### src/rtl/tt_capture.sv
// Sweeps every input pattern through a combinational function-under-test and
// assembles its truth table and ones-count behind a valid/ready handshake.
module tt_capture #(
  parameter  int NIN    = 7,
  parameter  int SETTLE = 1,
  localparam int TW     = 2**NIN
) (
  input  logic           clk,
  input  logic           rst_n,
  input  logic           start,
  output logic           busy,
  output logic [NIN-1:0] probe,
  output logic           probe_vld,
  input  logic           f_in,
  output logic [TW-1:0]  tt,
  output logic [NIN:0]   ones,
  output logic           tt_valid,
  input  logic           tt_ready
);

  localparam logic [3:0]     SETTLE_W = 4'(SETTLE);
  localparam logic [NIN-1:0] LAST_PAT = '1;

  // One-hot so the busy/valid outputs are single flop bits.
  typedef enum logic [2:0] {
    IDLE  = 3'b001,
    SWEEP = 3'b010,
    DONE  = 3'b100
  } state_t;

  state_t     state, state_next;
  logic [3:0] w;
  logic       sample;
  logic       last;

  assign sample = (state == SWEEP) && (w == SETTLE_W);
  assign last   = (probe == LAST_PAT);

  always_ff @(posedge clk or negedge rst_n) begin
    if (!rst_n) begin
      state <= IDLE;
    end else begin
      state <= state_next;
    end
  end

  always_comb begin
    state_next = state;
    case (state)
      IDLE:    if (start) state_next = SWEEP;
      SWEEP:   if (sample && last) state_next = DONE;
      DONE:    if (tt_ready) state_next = IDLE;
      default: state_next = IDLE;
    endcase
  end

  // f_in is only looked at on the final settle cycle of each pattern.
  always_ff @(posedge clk or negedge rst_n) begin
    if (!rst_n) begin
      probe <= '0;
      w     <= '0;
      tt    <= '0;
      ones  <= '0;
    end else begin
      case (state)
        IDLE: begin
          if (start) begin
            probe <= '0;
            w     <= '0;
            tt    <= '0;
            ones  <= '0;
          end
        end
        SWEEP: begin
          if (sample) begin
            tt[probe] <= f_in;
            ones      <= ones + {{NIN{1'b0}}, f_in};
            w         <= '0;
            probe     <= last ? '0 : NIN'(probe + 1'b1);
          end else begin
            w <= 4'(w + 4'd1);
          end
        end
        default: ;
      endcase
    end
  end

  always_comb begin
    busy      = (state == SWEEP);
    probe_vld = (state == SWEEP);
    tt_valid  = (state == DONE);
  end

endmodule
### config.mk
export PLATFORM = sky130hd
export DESIGN_NAME = tt_capture
export DESIGN_NICKNAME = d
export VERILOG_FILES = /design/src/rtl/tt_capture.sv
export SDC_FILE = /design/constraint.sdc
export NUM_CORES = 1
export LEC_CHECK = 0
export CORE_MARGIN = 2
export CORE_UTILIZATION = 53
export CTS_BUF_LIST = sky130_fd_sc_hd__clkbuf_4 sky130_fd_sc_hd__clkbuf_8
export DETAILED_ROUTE_END_ITERATION = 16
export PLACE_DENSITY_LB_ADDON = 0.15
export SYNTH_ARGS = -nofsm -noshare
export SYNTH_HDL_FRONTEND = slang
export SYNTH_SLANG_ARGS = --single-unit
### constraint.sdc
create_clock -name clk -period 2.4 [get_ports clk]
set_input_delay 0.48 -clock clk [delete_from_list [all_inputs] [get_ports clk]]
set_output_delay 0.48 -clock clk [all_outputs]
set_load 0.05 [all_outputs]
Yosys cells after proc, flatten, opt, wreduce, memory -nomap -nowiden
Cells that the tools add are included.
- add/subtract/negate cells: 3
- $mul: 0
- divide/modulo/power cells: 0
- magnitude comparators: 2
- equal/unequal tests: 9
- shifts and indexed selects: 0
- muxes and demuxes: 20
- bitwise logic cells: 0
- reduce and logical (&&, ||, !) cells: 7
- operators by type and width (cell ; count):
    two-way mux 128 bit ; 2
    case mux 128 bit (2 select lines) ; 1
    bitwise mux 128 bit ; 1
    two-way mux 7 bit ; 3
    two-way mux 8 bit ; 2
    case mux 8 bit (2 select lines) ; 1
    case mux 7 bit (2 select lines) ; 1
    two-way mux 3 bit ; 3
    case mux 3 bit (3 select lines) ; 1
    adder 8 x 1 -> 8 bit ; 1
    less-than comparator 7 x 8 -> 1 bit (second input constant) ; 1
    two-way mux 4 bit ; 2
    case mux 4 bit (2 select lines) ; 1
    adder 7 x 1 -> 7 bit (second input constant) ; 1
    demux 1 bit (select 7 bit) ; 1
    == test 7 bit (second input constant) ; 1
    greater-or-equal comparator 7 x 1 -> 1 bit (second input constant) ; 1
    inequality test 2 x 1 -> 1 bit (second input constant) ; 3
    AND reduction 3 bit ; 2
    adder 4 x 1 -> 4 bit (second input constant) ; 1
    == test 4 x 1 -> 1 bit (second input constant) ; 1
    == test 3 x 1 -> 1 bit (second input constant) ; 1
    == test 3 x 2 -> 1 bit (second input constant) ; 1
    == test 3 bit (second input constant) ; 1
    other kinds (5) ; 7
- register bits: 150
- latch bits: 0
- RAM bits: 0
- memory bits (read-only): 0
- output and inout port bits: 146
- word-level logic and storage cells: 46
- memories: 0

Longest topological paths before layout
- word-level depth: 7
- gate-level depth with buffers: 8
- depth with buffers taken out: 6

Worst setup path after synthesis
OpenSTA, ideal clock, no wires.
- path type: flip-flop to output port
- start point: register state[0]
- end point: output probe_vld
- data arrival time: 1909 ps
- setup slack: 11 ps
- stages on the path, launching flop included: 6
- path buffers: 3
- cell sequence: dfstp_2 > or3b_1 > buf_6 > clkinv_4 > clkbuf_1 > buf_4
- cells in the longest elaborated chain, start to end: 1
- ends and longest elaborated chain (item ; line ; text):
    start: declaration ; 31 ; state_t state, state_next;
    start signal: assignment ; 43 ; state <= state_next;
    == test 3 x 2 -> 1 bit ; -- ;
    end: declaration ; 13 ; output logic probe_vld,
No other way between the ends.

Worst setup path after layout
- start point: register probe[6]
- end point: output probe[6]
- RTL lines (item ; line ; text):
    start: declaration ; 12 ; output logic [NIN-1:0] probe,
    start signal: assignment ; 79 ; probe <= last ? '0 : NIN'(probe + 1'b1);
No word-level cell between the ends.

==> run summary <==
placed insts = 977
Synth Register Bits = 150
ys async rst share = 100%
routed vias = 6335
CP arrival = 1.86 ns
Post-Synthesis Cells = 701
Worst Hold Depth = 1
Reg2Reg Depth = 7
Cell Pwr Density = 695 nW/µm²
Nets = 831
postcts setup bufs = 0
Core Rows = 42
largest fanout on the critical path = 10
Root Buffer = clkbuf_8
total leakage power = 3.99 nW
die width = 120 µm
top sig layer = met4
Tmin final = 2.34 ns
Hold Crit Class = flip-flop to flip-flop
clock-pin slew on the worst setup and hold paths = 0.08 ns
CTS sink cnt = 150
initial core utilization = 54.1%
drt wl/cell = 20.0 µm
CP endpoint kind = output port
Final Skew = 0.00947 ns
clk buf depth = 2
Routability Congestion = 0.832
CP peak stage delay = 0.87 ns
DRC = 0
antenna violations before repair = 0
Final Util = 70.8%
Slew @ Worst Pin = 0.784 ns
Area after DPL = 8890 µm²
RSZ-0062 raised after global routing = no
synthesized area per cell = 10.2 µm²
number of synthesized flops with an enable pin = 0
top_reg_cell synth = dfrtp_1
Yosys Warn Count = 0
GRT Total Usage = 28.3%
worst r2r src = w[1]
Slew Limit Fails = 0
DPL Wire Length = 13100 µm
Fin Setup TNS = 0 ns
Total Wirelength = 20200 µm
met3 wire len = 1550 µm
Worst R2R Setup Slack = 0.17 ns
Worst setup SP type = flip-flop
R2R Path End = probe[5]
Ports = 151
Seq/Total Area, Yosys = 52.4%
chip height = 120 µm
worst slack at placement = -0.0470 ns
Required @ worst endpoint = 1.92 ns
worst hold path endpoint = ones[5]
Slowest-stage cell, CP = clkdlybuf4s50_1
post-route cell area = 9370 µm²
syn nets = 711
global-route wire length before repair = 32100 µm
Die ar. = 14500 µm²
Diodes inserted = 0
Initial DRT Pass Iterations = 5
status = complete, no violations
Crit Path Category = flip-flop to output port
hold path startpoint = ones[5]
area grow syn2layout = 30.7%
Iter 0 DRT Violations = 752
peak supply drop = 430 µV
latest clock arrival within the worst-skew pair = 0.46 ns
Non-Filler Instances = 1010
Top delay family on crit path = buffers and inverters
Post-Synthesis Cell Area = 7170 µm²
Yosys cell types = 43
fmax = 427 MHz
vias in the first global route = 6022
GR Overflow Total = 0
CTS tree = done
CORE AREA = 13200 µm²
Num CTS Buffers = 17
Max Cap Viol = 0
Hold Vio Cnt, Final = 0
H-tree depth = 4
largest net degree at the start of global routing = 89
slew margin rel. = 47.7%
Met1 Routed Length = 8280 µm
Final Cycle Share = 97.7%
met2 routed WL = 10100 µm
via/cell ratio = 6.27
Final WS setup = 0.0557 ns
Final setup violation count = 0
ANT nets after route = 0
Worst Path Buf+Inv = 1
Port Buf Inserts = 150
Worst path depth = 1
critical-path cell list = clkdlybuf4s50_1
share of cells above drive strength 1 = 8.75%
-- through the flow --
step	total power, mW	hold slack (ns)
after detailed placement	4.26	0.455
after CTS	6.51	0.518
after global routing	6.77	0.546
final	6.52	0.519
after global placement	4.20	0.453
after floorplan	3.70	0.184
-- layout by cell type (no fill, tap or decap), drive strengths merged, types with 4 or more instances in the layout --
master / Yosys / final
nor3: 32 / 32
dlygate4sd2: 0 / 6
nand2b: 4 / 4
nor2b: 6 / 6
bufinv: 0 / 5
o311ai: 60 / 60
nor2: 22 / 22
o31ai: 55 / 55
buf: 9 / 31
nand2: 105 / 105
clkbuf: 69 / 21
ha: 5 / 5
clkinv: 1 / 6
o21ai: 14 / 14
o41ai: 7 / 7
clkdlybuf4s50: 0 / 141
dfrtp: 149 / 149
mux2i: 69 / 69
inv: 4 / 4
nand3: 54 / 54
nand4: 4 / 4
a21oi: 4 / 4
-- worst max-delay path by stage --
stage | start | endpoint | slack [ns]
after global routing | probe[6] | probe[6] | 0.007
after floorplan | state[0] | probe_vld | 0.01
after global placement | start | tt[20] | 0.03
after CTS | probe[6] | probe[6] | 0.03
after detailed placement | start | tt[48] | -0.05
final | probe[6] | probe[6] | 0.06
-- repair_timing --
item / 4_1_cts / 5_1_grt
gates resized for setup: 6 / 0
hold buffers: 1 / 0
hold endpoints to repair: 48 / 0
setup endpoints to repair: 6 / 0
-- logic make-up after synthesis --
logic type,after synthesis,synth area share [%]
compound gates,148,16.2
xor+xnor,4,0.489
fa+ha+maj,5,0.873
buf+inv,83,4.80
mux,69,9.64
simple gates,242,15.6
flops,150,52.4
-- sequential cells by signal, indices dropped and copies added (netlist names) --
register / cells
ones: 8
state: 3
w: 4
probe: 7
tt: 128
-- cell type report --
| class | instances | area [µm²] |
|---|---|---|
| multi-input cells | 468 | 3080 |
| well taps | 176 | 220 |
| clock buffers | 21 | 277 |
| flip-flops and latches | 150 | 3750 |
| clock inverters | 11 | 198 |
| fillers | 988 | 3870 |
| inverters | 5 | 23.8 |
| repair buffers | 179 | 1820 |
-- report_power, final --
group | switching [mW] | internal (mW) | total [mW]
combinational | 1.17 | 0.397 | 1.57
clock | 0.962 | 1.32 | 2.28
sequential | 0.0822 | 2.58 | 2.66
-- metal layers --
layer	track usage, %	vias to the layer above
met1	38.2	3136
met3	5.33	23
li1	-	2835
met5	0	-
met2	46.6	341
met4	9.16	0
-- cells in the mapped netlist, types with 5 or more instances --
master / n / area (µm²)
dfrtp_1: 149 / 3730
nand2_1: 105 / 394
clkbuf_1: 69 / 259
mux2i_1: 69 / 691
o311ai_0: 60 / 526
o31ai_1: 55 / 413
nand3_1: 54 / 270
nor3_1: 32 / 160
nor2_1: 22 / 82.6
o21ai_0: 13 / 65.1
o41ai_1: 7 / 61.3
nor2b_1: 6 / 37.5
ha_1: 5 / 62.6
(Power assumes the default switching activity.)
